$ cat src/rtl/riscv_pkg.sv
// ============================================================================
// Module : riscv_pkg
// Brief  : Shared RISC-V datapath constants and register-file types.
// Rev    : 1.0 - initial release
// ============================================================================
`default_nettype none

package riscv_pkg;

   localparam int WORDSIZE = 64;
   localparam int REGCOUNT = 32;
   localparam int ADDRSIZE = $clog2(REGCOUNT);

   typedef logic [ADDRSIZE-1:0] reg_addr_t;
   typedef logic [WORDSIZE-1:0] word_t;

   localparam reg_addr_t ZERO_REG = '0;

endpackage

`default_nettype wire

$ cat src/rtl/regfile_read_port.sv
// ============================================================================
// Module : regfile_read_port
// Brief  : One combinational register-file read port with x0 zero-force and
//          optional write-through forwarding (macro REGFILE_BYPASS_EN).
// Rev    : 1.0 - initial release
// ============================================================================
`default_nettype none

module regfile_read_port
   import riscv_pkg::*;
#(
   parameter int WORDSIZE = riscv_pkg::WORDSIZE,
   parameter int REGCOUNT = riscv_pkg::REGCOUNT,
   parameter int ADDRSIZE = riscv_pkg::ADDRSIZE
) (
   input  logic [WORDSIZE-1:0] i_regs [REGCOUNT],
   input  logic [ADDRSIZE-1:0] i_rd_addr,
   input  logic                i_wr_fwd,
   input  logic [ADDRSIZE-1:0] i_wr_addr,
   input  logic [WORDSIZE-1:0] i_wr_data,
   output logic [WORDSIZE-1:0] o_rd_data
);

   logic [WORDSIZE-1:0] w_rd_data;

`ifdef REGFILE_BYPASS_EN
   always_comb begin
      w_rd_data = '0;
      if (i_rd_addr != ADDRSIZE'(ZERO_REG)) begin
         if (i_wr_fwd && (i_wr_addr == i_rd_addr)) begin
            w_rd_data = i_wr_data;
         end else begin
            w_rd_data = i_regs[i_rd_addr];
         end
      end
   end
`else
   logic w_unused;
   assign w_unused = ^{i_wr_fwd, i_wr_addr, i_wr_data};

   always_comb begin
      w_rd_data = '0;
      if (i_rd_addr != ADDRSIZE'(ZERO_REG)) begin
         w_rd_data = i_regs[i_rd_addr];
      end
   end
`endif

   assign o_rd_data = w_rd_data;

endmodule

`default_nettype wire

$ cat src/rtl/register_file.sv
// ============================================================================
// Module : register_file
// Brief  : 32-entry integer register file, two combinational read ports, one
//          clocked write port, x0 hardwired to zero. Macro: REGFILE_BYPASS_EN.
// Rev    : 1.0 - initial release
// ============================================================================
`default_nettype none

module register_file
   import riscv_pkg::*;
#(
   parameter int WORDSIZE = riscv_pkg::WORDSIZE,
   parameter int REGCOUNT = riscv_pkg::REGCOUNT,
   parameter int ADDRSIZE = riscv_pkg::ADDRSIZE
) (
   input  logic                clk,
   input  logic                rst_n,
   input  logic [ADDRSIZE-1:0] rs1_addr,
   input  logic [ADDRSIZE-1:0] rs2_addr,
   output logic [WORDSIZE-1:0] rs1_data,
   output logic [WORDSIZE-1:0] rs2_data,
   input  logic                wr_en,
   input  logic [ADDRSIZE-1:0] wr_addr,
   input  logic [WORDSIZE-1:0] wr_data
);

   if (ADDRSIZE != $clog2(REGCOUNT)) begin : g_bad_addrsize
      $error("register_file: ADDRSIZE must equal log2(REGCOUNT)");
   end

   logic [WORDSIZE-1:0] r_regs [1:REGCOUNT-1];
   logic [WORDSIZE-1:0] w_regs [REGCOUNT];
   logic                w_wr_fwd;

   always_ff @(posedge clk or negedge rst_n) begin
      if (!rst_n) begin
         for (int i = 1; i < REGCOUNT; i++) begin
            r_regs[i] <= '0;
         end
      end else if (wr_en && (wr_addr != ADDRSIZE'(ZERO_REG))) begin
         r_regs[wr_addr] <= wr_data;
      end
   end

   // x0 has no storage; it is a constant zero entry in the read view
   assign w_regs[0] = '0;

   for (genvar g = 1; g < REGCOUNT; g++) begin : g_read_view
      assign w_regs[g] = r_regs[g];
   end

   // Forwarding must not leak wr_data while the array is held in reset
   assign w_wr_fwd = wr_en & rst_n;

   regfile_read_port #(
      .WORDSIZE (WORDSIZE),
      .REGCOUNT (REGCOUNT),
      .ADDRSIZE (ADDRSIZE)
   ) u_rs1_port (
      .i_regs    (w_regs),
      .i_rd_addr (rs1_addr),
      .i_wr_fwd  (w_wr_fwd),
      .i_wr_addr (wr_addr),
      .i_wr_data (wr_data),
      .o_rd_data (rs1_data)
   );

   regfile_read_port #(
      .WORDSIZE (WORDSIZE),
      .REGCOUNT (REGCOUNT),
      .ADDRSIZE (ADDRSIZE)
   ) u_rs2_port (
      .i_regs    (w_regs),
      .i_rd_addr (rs2_addr),
      .i_wr_fwd  (w_wr_fwd),
      .i_wr_addr (wr_addr),
      .i_wr_data (wr_data),
      .o_rd_data (rs2_data)
   );

endmodule

`default_nettype wire

$ cat config.mk
export PLATFORM = sky130hd
export DESIGN_NAME = register_file
export DESIGN_NICKNAME = d
export VERILOG_FILES = /design/src/rtl/riscv_pkg.sv /design/src/rtl/regfile_read_port.sv /design/src/rtl/register_file.sv
export SDC_FILE = /design/constraint.sdc
export NUM_CORES = 2
export LEC_CHECK = 0
export CORE_MARGIN = 2
export CORE_UTILIZATION = 49
export CTS_CLUSTER_SIZE = 24
export DETAILED_ROUTE_END_ITERATION = 10
export PLACE_DENSITY_LB_ADDON = 0.2
export SKIP_CTS_REPAIR_TIMING = 1
export SYNTH_ARGS = -nofsm -noshare
export SYNTH_HDL_FRONTEND = slang
export SYNTH_SLANG_ARGS = --single-unit
$ cat constraint.sdc
create_clock -name clk -period 7.4 [get_ports clk]
set_input_delay 1.48 -clock clk [delete_from_list [all_inputs] [get_ports clk]]
set_output_delay 1.48 -clock clk [all_outputs]
set_load 0.02 [all_outputs]
# Word-level counts from Yosys, hierarchy flattened
# Cells that the tools add are included.
# totals
ff_bits	1984
input_bits	82
out_inout_bits	128
elab_cells	54
# classes
n_lt_le_gt_ge	4
n_mux	11
n_bitwise	3
n_reduce_logical	5
# op_table
operator	count
1984-bit bitwise mux	1
64-bit binary-select mux with 5-bit select	2
64-bit two-way mux	7
64-bit demux with 5-bit select	1
6-bit >= comparator (second input constant)	3
5-bit inverter with 6-bit output	3
5-bit nonzero test	3
6-bit by 1-bit less-than comparator with 1-bit output (second input constant)	1
1-bit logical AND	2

# Logic depth before layout (Yosys ltp)
# depth
word_depth	6
ltp_mapped	9
mapped_depth_nobuf	4

# By module
# A second synthesis with hierarchy kept.
# unflattened
hier_cells	6951
hier_area_um2	106697.3
# by_module_without_submodules
module	n_inst	cells_per_inst	area_each_um2	seq_area_each_um2
register_file	1	4405	73948.4	49647.6
regfile_read_port	2	1273	16374.5	0.0

# Least setup slack after synthesis
# OpenSTA, ideal clock, no wires.
# synth_path
path_type	input to output
from	input port rs2_addr[1]
to	output port rs2_data[19]
t_arrival_ps	3279
t_required_ps	5920
slack_ps	2641
cell_stages	7
path_buffers	3
cell_sequence	buf_2 or2_2 clkbuf_1 clkbuf_1 o22ai_1 nor3_1 nor4_1
# synth_via
elab_chain_cells	5
word_cells_on_any_way	6
cone_classes	4 x mux; 1 x bitwise; 1 x reduce/logical
# synth_rtl
element	line	source
from (decl)	register_file.sv:19	input logic [ADDRSIZE-1:0] rs2_addr,
5-bit inverter with 6-bit output (implied by the code)	regfile_read_port.sv:44	w_rd_data = i_regs[i_rd_addr];
64-bit binary-select mux with 5-bit select	regfile_read_port.sv:44	
64-bit two-way mux (implied by the code) (2 in a row)	regfile_read_port.sv:44	
64-bit two-way mux (*)	regfile_read_port.sv:43	if (i_rd_addr != ADDRSIZE'(ZERO_REG)) begin
to (decl)	register_file.sv:21	output logic [WORDSIZE-1:0] rs2_data,
# Every way passes the cells marked *; elsewhere a longest branch is shown, timed or not. The select of a mux whose other input is x is not followed.

# Final worst setup path
# layout_path
from	input port rs1_addr[3]
to	output port rs1_data[31]
# layout_via
elab_chain_cells	5
word_cells_on_any_way	6
cone_classes	4 x mux; 1 x bitwise; 1 x reduce/logical
# layout_rtl
element	line	source
from (decl)	register_file.sv:18	input logic [ADDRSIZE-1:0] rs1_addr,
5-bit inverter with 6-bit output (implied by the code)	regfile_read_port.sv:44	
64-bit binary-select mux with 5-bit select	regfile_read_port.sv:44	
64-bit two-way mux (implied by the code) (2 in a row)	regfile_read_port.sv:44	
64-bit two-way mux (*)	regfile_read_port.sv:43	
to (decl)	register_file.sv:20	output logic [WORDSIZE-1:0] rs1_data,
# Marked as above.

==> flow_summary.toml <==
[run_status]
outcome = "completed"

[placed_design]
dp_hpwl_um = 217000
dpl.cell_count = 10500
portBuffers = 209
gp_congestion = 0.866

[grt]
grt_pass1_vias = 74600
grt-ovfl-total = 0
grt_start_max_net_pins = 160
antenna_found_initial = 32
track_usage_pct = 32.7
grt_pass1_wl_um = 529000

[floorplanning]
die_x_um = 469
die_h_um = 469
io_pins = 210
design.core.area_mm2 = 0.215
num_rows = 170
start_util_pct = 49.3
die-area_mm2 = 0.220

[layout]
multi_input_area_mm2 = 0.0528
largest_reg_flops = 1984
regMostFlops = "r_regs"
top_regs = "r_regs: 1984 flops"
fillers = 17400
ff_latch_area_mm2 = 0.0496
nets = 7971
drive_gt1_share_pct = 37.6
area_growth_syn_to_layout_pct = 12.2
instances_no_fill = 10900
fin_util_pct = 55.3

[sta]
setup_viol = 0
fmax_mhz = 150
skew_ps = 0
worst_slew_pin_slew_ps = 1350
finalCritPeriodShare_pct = 90.1
setup_tns_ps = 0
finalMaxSlewViolations = 0
min_period_ps = 6660
rsz0062_at_grt = "no"
max_slew_margin_pct = 9.59
final_hold_viol_count = 0

[flow_run]
cap_violations = 0

[worst_setup_path]
r2r-start = "r_regs[1479]"
crit_end = "rs1_data[31]"
critPathRequiredTime_ps = 5920
r2r_cells = 1
critPathKind = "input pin to output pin"
cp-start-kind = "input pin"
path_max_fanout = 23
startpoint = "rs1_addr[3]"
reg2reg_slack_ps = 6570
regToRegEndpoint = "r_regs[1479]"
crit_path_end_kind = "output pin"
arrival_ps = 5180

[route]
wl_um = 365000
viasPerCell = 6.78
vias = 74000
drt_pass1_iterations = 6
drcViolationCount = 0
antenna_left = 0
drt_iter0_markers = 7528
wl_per_cell_um = 33.4

[synth]
netlist_area_mm2 = 0.106
yosysSeqAreaShare_pct = 46.9
synthCells = 8038
ys_seq_elements = 1984
synth_area_per_cell_um2 = 13.2
synthFlopType = "dfrtp_1"
yosys_warnings = 0
synth_edf_count = 0
mappedNetlistNets = 8120
synth_cell_types = 39
synthArstFlopShare_pct = 100

[cts]
clockBufferDepth = 3
cts_buffers = 212
h-tree-depth = 4
clk_pin_slew_worst_paths_ps = 50
cts_num_sinks = 1984
cts_tree = "yes"
clk_latency_ps = 850
cts_root_buffer = "clkbuf_16"

[pwr]
ir_drop_uv = 281
p_leak_nw = 53.1
power_density_mw_per_mm2 = 276

[worst_hold_path]
worstHoldPathType = "input pin to async pin"
-- worst min path at each step --
stage / from / endpoint / slack, ps / depth (start not counted)
3_3_place_gp: r_regs[1211] / r_regs[1211] / 480 / 1
6_report: rst_n / r_regs[197] / 510 / 1
4_1_cts: r_regs[1230] / r_regs[1230] / 510 / 1
5_1_grt: r_regs[1161] / r_regs[1161] / 530 / 1
3_5_place_dp: r_regs[1201] / r_regs[1201] / 500 / 1
2_1_floorplan: r_regs[1230] / r_regs[1230] / 470 / 1
-- kinds of logic (layout without fill, tap and decap cells) --
group,after synthesis,in the layout,share of synthesized area [%]
multiplexers,3647,3647,40.0
flip-flops,1984,1984,46.9
AO/OA/AOI/OAI,1024,1024,6.80
buffers and inverters,863,893,3.61
AND/OR/NAND/NOR,520,520,2.72
other,0,11,0
-- cells in the mapped netlist (2+ instances only) --
library cell	count	area share [%]
buf_2	350	1.7
buf_1	39	0.14
buf_4	27	0.19
mux2_1	65	0.69
buf_6	6	0.064
mux2_2	2047	22
nor3_4	2	0.031
nand4b_1	3	0.025
nor3_1	321	1.5
and2_1	2	0.012
o22ai_1	512	3.0
a22oi_1	128	0.91
nand2_1	16	0.057
mux2i_1	1278	12
a211oi_1	66	0.47
a221o_1	127	1.2
a22o_1	63	0.52
nor4_1	64	0.38
dfrtp_1	1984	47
mux4_2	257	5.5
nor3b_2	2	0.024
a31oi_1	63	0.37
clkbuf_1	440	1.6
nand2b_1	11	0.065
nor2b_1	73	0.43
nor3_2	2	0.019
or2_2	4	0.024
nor2_2	12	0.071
a21oi_1	64	0.30
-- layout by cell type (no fill, tap or decap), drive strengths merged, types with 64 or more instances in the layout --
cell type      count
mux2i           1278
clkdlybuf4s50    187
buf              312
nor3             325
a21oi             64
clkbuf           309
mux4             257
a211oi            66
dfrtp           1984
nor4              65
a22oi            128
o22ai            512
a221o            127
nor2b             73
mux2            2112
-- routing by layer --
metal  vias up  track usage [%]  part of all wire [%]
li1      30400                -                     -
met1     39400             44.0                    41
met2      3291             50.3                    45
met3       882             7.58                   8.3
met4        26             15.2                   5.1
met5         -                0                 0.041
-- cell type report --
type	instances	area share, %
antenna	11	0.0232
clock buffer	308	5.26
clock inverter	85	1.02
multi-input combinational	5191	44.4
sequential	1984	41.8
tap	2838	2.99
timing repair buffer	500	4.53
-- worst max-delay path, cell delays in order --
cell             delay, ps
clkdlybuf4s50_1        720
and2_4                 590
buf_12                 270
a22o_1                 180
a31oi_1                 40
nor3_1                1030
clkdlybuf4s50_1        810
-- stage by stage --
stage | power, mW | area [um^2] | setup WS (ps) | hold slack [ps]
after floorplan | 19.1 | 106000 | 2640 | 470
after CTS | 32.9 | 119000 | 767 | 510
final | 32.8 | 119000 | 735 | 505
after global routing | 34.1 | 119000 | 804 | 531
after global placement | 21.1 | 111000 | 512 | 482
after detailed placement | 21.5 | 111000 | 777 | 497
-- power breakdown --
| part | total (mW) | switching, mW | internal, mW |
|---|---|---|---|
| registers | 14.6 | 1.61 | 13.0 |
| clock network | 11.4 | 4.61 | 6.82 |
| logic | 6.83 | 3.17 | 3.66 |
| total | 32.8 | 9.39 | 23.5 |
(Power assumes the default switching activity.)
